===== config.mk =====
export PLATFORM = sky130hd
export DESIGN_NAME = operand_fetch_arbiter
export DESIGN_NICKNAME = d
export VERILOG_FILES = /design/src/rtl/opfetch_pkg.sv /design/src/rtl/rr_arb2.sv /design/src/rtl/operand_fetch_arbiter.sv
export SDC_FILE = /design/constraint.sdc
export NUM_CORES = 1
export LEC_CHECK = 0
export CORE_ASPECT_RATIO = 0.7
export CORE_MARGIN = 4
export CORE_UTILIZATION = 39
export CTS_CLUSTER_SIZE = 20
export DETAILED_ROUTE_END_ITERATION = 10
export PLACE_DENSITY = 0.89
export SYNTH_ARGS = -nofsm -noshare
export SYNTH_HDL_FRONTEND = slang
export SYNTH_SLANG_ARGS = --single-unit

===== constraint.sdc =====
create_clock -name clk -period 1.5 [get_ports clk]
set_input_delay 0.3 -clock clk [delete_from_list [all_inputs] [get_ports clk]]
set_output_delay 0.3 -clock clk [all_outputs]
set_load 0.005 [all_outputs]

===== src/rtl/opfetch_pkg.sv =====
// opfetch_pkg: shared constants and FSM state encoding for operand_fetch_arbiter
package opfetch_pkg;
    localparam int ADDR_W_DEF = 4;
    localparam int DATA_W_DEF = 16;
    typedef logic [1:0] state_t;
    localparam state_t IDLE = 2'd0;
    localparam state_t READ = 2'd1;
    localparam state_t RESP = 2'd2;
endpackage


===== src/rtl/rr_arb2.sv =====
// rr_arb2: two-input arbiter picking the winner index among req0/req1
//   req0, req1 : pending requests
//   last_gnt   : index granted last (round-robin history)
//   gnt        : winner index (0 = req0, 1 = req1); only meaningful if a req is high
//   OPFETCH_FIXED_PRIO_EN defined: req0 always wins ties, last_gnt ignored
module rr_arb2 (
    input  logic req0,
    input  logic req1,
    input  logic last_gnt,
    output logic gnt
);
`ifdef OPFETCH_FIXED_PRIO_EN
    logic unused_last_gnt;
    assign unused_last_gnt = last_gnt;
    assign gnt = !req0;
`else
    // on a tie the requester not granted last wins
    assign gnt = (req0 && req1) ? !last_gnt : !req0;
`endif
endmodule


===== src/rtl/operand_fetch_arbiter.sv =====
// operand_fetch_arbiter: arbitrates two requesters onto one operand memory read port
//   clk, rst          : clock, asynchronous active-high reset
//   req0/addr0/ack0   : requester 0 level request, address, one-cycle ack
//   req1/addr1/ack1   : requester 1 level request, address, one-cycle ack
//   rdata             : registered read data, valid with ack0/ack1
//   mem_addr/mem_data : combinational operand memory port
//   busy              : high outside IDLE
//   OPFETCH_FIXED_PRIO_EN selects fixed req0 priority inside rr_arb2
module operand_fetch_arbiter
    import opfetch_pkg::*;
#(
    parameter int ADDR_W = ADDR_W_DEF,
    parameter int DATA_W = DATA_W_DEF
) (
    input  logic              clk,
    input  logic              rst,
    input  logic              req0,
    input  logic [ADDR_W-1:0] addr0,
    output logic              ack0,
    input  logic              req1,
    input  logic [ADDR_W-1:0] addr1,
    output logic              ack1,
    output logic [DATA_W-1:0] rdata,
    output logic [ADDR_W-1:0] mem_addr,
    input  logic [DATA_W-1:0] mem_data,
    output logic              busy
);
    state_t            state;
    logic [ADDR_W-1:0] addr_q;
    logic              gnt_q;
    logic              last_gnt;
    logic              win;

    rr_arb2 u_arb (
        .req0     (req0),
        .req1     (req1),
        .last_gnt (last_gnt),
        .gnt      (win)
    );

    always_ff @(posedge clk or posedge rst) begin
        if (rst) begin
            state    <= IDLE;
            addr_q   <= '0;
            gnt_q    <= 1'b0;
            last_gnt <= 1'b1;
            rdata    <= '0;
        end else begin
            case (state)
                IDLE: if (req0 || req1) begin
                    state    <= READ;
                    addr_q   <= win ? addr1 : addr0;
                    gnt_q    <= win;
                    last_gnt <= win;
                end
                READ: begin
                    rdata <= mem_data;
                    state <= RESP;
                end
                default: state <= IDLE;
            endcase
        end
    end

    assign mem_addr = addr_q;
    assign busy     = state != IDLE;
    assign ack0     = state == RESP && !gnt_q;
    assign ack1     = state == RESP && gnt_q;
endmodule

==> results.yml <==
place:
  dp_hpwl_mm: 1.89
  gp_congestion: 0.820
  pre_cts_slack_ns: -0.0328
  portBuffers: 50
  place_area_um2: 1600
worst_setup_path:
  cp_data_arrival_time_ns: 1.15
  worstRegToRegCells: 5
  cp_num_cells: 1
  crit_type: "register to output pin"
  critPathMaxStageDelay_ns: 0.52
  critPathLaunchType: "register"
  cp_num_buf_inv: 1
  crit_slowest_cell: "clkdlybuf4s50_1"
  crit_fanout: 2
  endpoint_kind: "output pin"
  required_ns: 1.20
  path_cells: "clkdlybuf4s50_1"
  cpLargestDelayFamily: "buffers and inverters"
grt:
  grt_pass1_wl_mm: 4.04
  grt_antenna_before_repair: 0
  grt_max_degree: 25
  grt.overflow.total: 0
  grt.total_usage: 0.150
  grt_pass1_vias: 877
run_status:
  status: "completed"
sta:
  fin_ws_ns: 0.0462
  finalSetupViolCount: 0
  fmax_ghz: 0.688
  post-route-period-util: 0.969
  slew_violations: 0
  worstMarginPinSlew_ns: 0.291
  fin_skew_ns: 0.00328
  final_hold_viol_count: 0
  slew_headroom: 0.806
  rsz0062_at_grt: "no"
  period_minus_slack_ns: 1.45
logic_synthesis:
  postSynth.asyncResetShare: 1.00
  synth.yosys.warnings: 0
  synth_area_um2: 1050
  synth_top_area_cell: "dfrtp_1"
  synthMostInstantiatedCell: "dfrtp_1"
  synthFlopType: "dfrtp_1"
  synthTopCellsByCount: "dfrtp_1 (23), mux2_4 (9), nand3_1 (5)"
  synth_area_leaders: "dfrtp_1 (55%), mux2_4 (13%), a31oi_2 (4.8%)"
  synth_edf_count: 0
  syn_nets: 102
  synth_seq_cells: 24
  yosysTopAreaCellShare: 0.546
  avgSynthCellArea_um2: 14.2
  ys_types: 19
  syn_inst: 74
  synth-seq-area-share: 0.571
floorplan:
  core_um2: 2510
  die_area_um2: 3610
  die_h_um: 51.5
  die_w_um: 70.1
  rows: 15
  initial_core_util: 0.419
  io_pins: 51
clocking:
  cts_inserted_buffers: 3
  cts.sinks: 24
  clk_pin_slew_worst_paths_ns: 0.08
  cts-root-buf: "clkbuf_8"
  cts_tree: "built"
  insertion_delay_ns: 0.27
  cts_hold_buf: 0
  cts_htree_levels: 1
  max-clock-path-buffers: 2
pwr:
  powerDensity_nw_per_um2: 2050
  p_leak_nw: 0.766
  irDropWorstVdd_mv: 0.800
cells_and_area:
  area_growth_pct: 61.6
  final_net_count: 164
  multi_input_area_um2: 403
  regArea_um2: 602
  diodes: 0
  num-fill-cells: 194
  drive_gt1_frac: 0.274
  fin_area_um2: 1700
routing:
  drt-vias-per-instance: 4.78
  drc: 0
  wl_per_cell_um: 14.3
  postRouteAntennaNets: 0
  routed_wl_mm: 2.41
  drtPass1Iterations: 4
  num_vias: 807
  drt_iter0_drc: 37
flow_run:
  max_cap_violations: 0
min_path:
  min_path_type: "input pin to asynchronous set/reset pin"
-- cell usage in the layout (no fill, tap or decap) --
cell,netlist,layout
clkdlybuf4s50_1,0,45
dfrtp_1,23,23
buf_4,0,10
mux2_4,9,9
nand3_1,5,5
inv_1,4,4
o21ai_0,4,4
a21oi_1,4,4
a31oi_2,4,4
mux2_2,4,4
mux2_1,3,3
clkbuf_8,0,3
nand2b_1,2,2
o21a_1,2,2
dlymetal6s2s_1,0,2
nor2_2,1,1
or2_4,1,1
and2_4,1,1
nor2b_1,1,1
nor3b_1,1,1
and3b_1,1,1
bufinv_16,0,1
dfstp_2,1,1
buf_2,0,1
clkbuf_2,0,1
dlygate4sd2_1,0,1
-- path summary, 6_finish.rpt --
check	slack, ns	startpoint	endpoint
setup / recovery	0.05	mem_addr[0]	mem_addr[0]
hold / removal	0.38	rst	rdata[0]
setup reg to reg	0.10	state[0]	rdata[3]
hold reg to reg	0.51	rdata[6]	rdata[6]
max in group asynchronous	0.85	rst	last_gnt
min in group clk	0.51	rdata[6]	rdata[6]
-- layer usage --
| layer | up-vias | track usage | wire length [µm] |
|---|---|---|---|
| met5 | - | 0 | 0 |
| met4 | 0 | 0.0573 | 38 |
| met3 | 4 | 0.0609 | 217 |
| met2 | 39 | 0.265 | 1130 |
| met1 | 381 | 0.163 | 1030 |
| li1 | 383 | - | - |
-- sequential cells by signal, summed over array words and instances, names as in the netlist --
name,count
mem_addr,4
state,2
last_gnt,1
gnt_q,1
rdata,16
-- metrics by stage --
step	instances	util	hold WS [ns]	total power (W)	TNS (ns)
final	169	0.677	0.375	0.00350	0
after global placement	160	0.636	0.475	0.00283	0
after floorplan	74	-	0.314	0.00206	0
after detailed placement	160	0.636	0.495	0.00290	-0.0328
after CTS	168	0.674	0.384	0.00353	-0.0102
after global routing	169	0.677	0.402	0.00373	0
-- kinds of logic after synthesis --
| group | after synthesis | share of synthesized area |
|---|---|---|
| flops | 24 | 0.571 |
| mux | 16 | 0.203 |
| compound gates | 14 | 0.0998 |
| simple gates | 13 | 0.0796 |
| buf+inv | 7 | 0.0463 |
-- repair_timing --
item | 4_1_cts | 5_1_grt
gates resized for setup | 7 | 3
buffers inserted | 4 | 1
endpoints found under the setup margin | 3 | 4
hold endpoints to repair | 0 | 0
pin swaps | 1 | 0
-- power breakdown --
part	internal, W	total, W	switching, W
combinational	0.00117	0.00174	0.000569
clock	0.000357	0.000559	0.000202
sequential	0.000994	0.00120	0.000202
-- final cells by class --
type,instances,area share
Tap cell,34,0.0250
Sequential cell,24,0.353
Timing Repair Buffer,60,0.334
Clock buffer,3,0.0242
Inverter,4,0.00882
Clock inverter,1,0.0176
Multi-Input combinational cell,43,0.237
No activity file was read; power rests on OpenSTA's default activity.
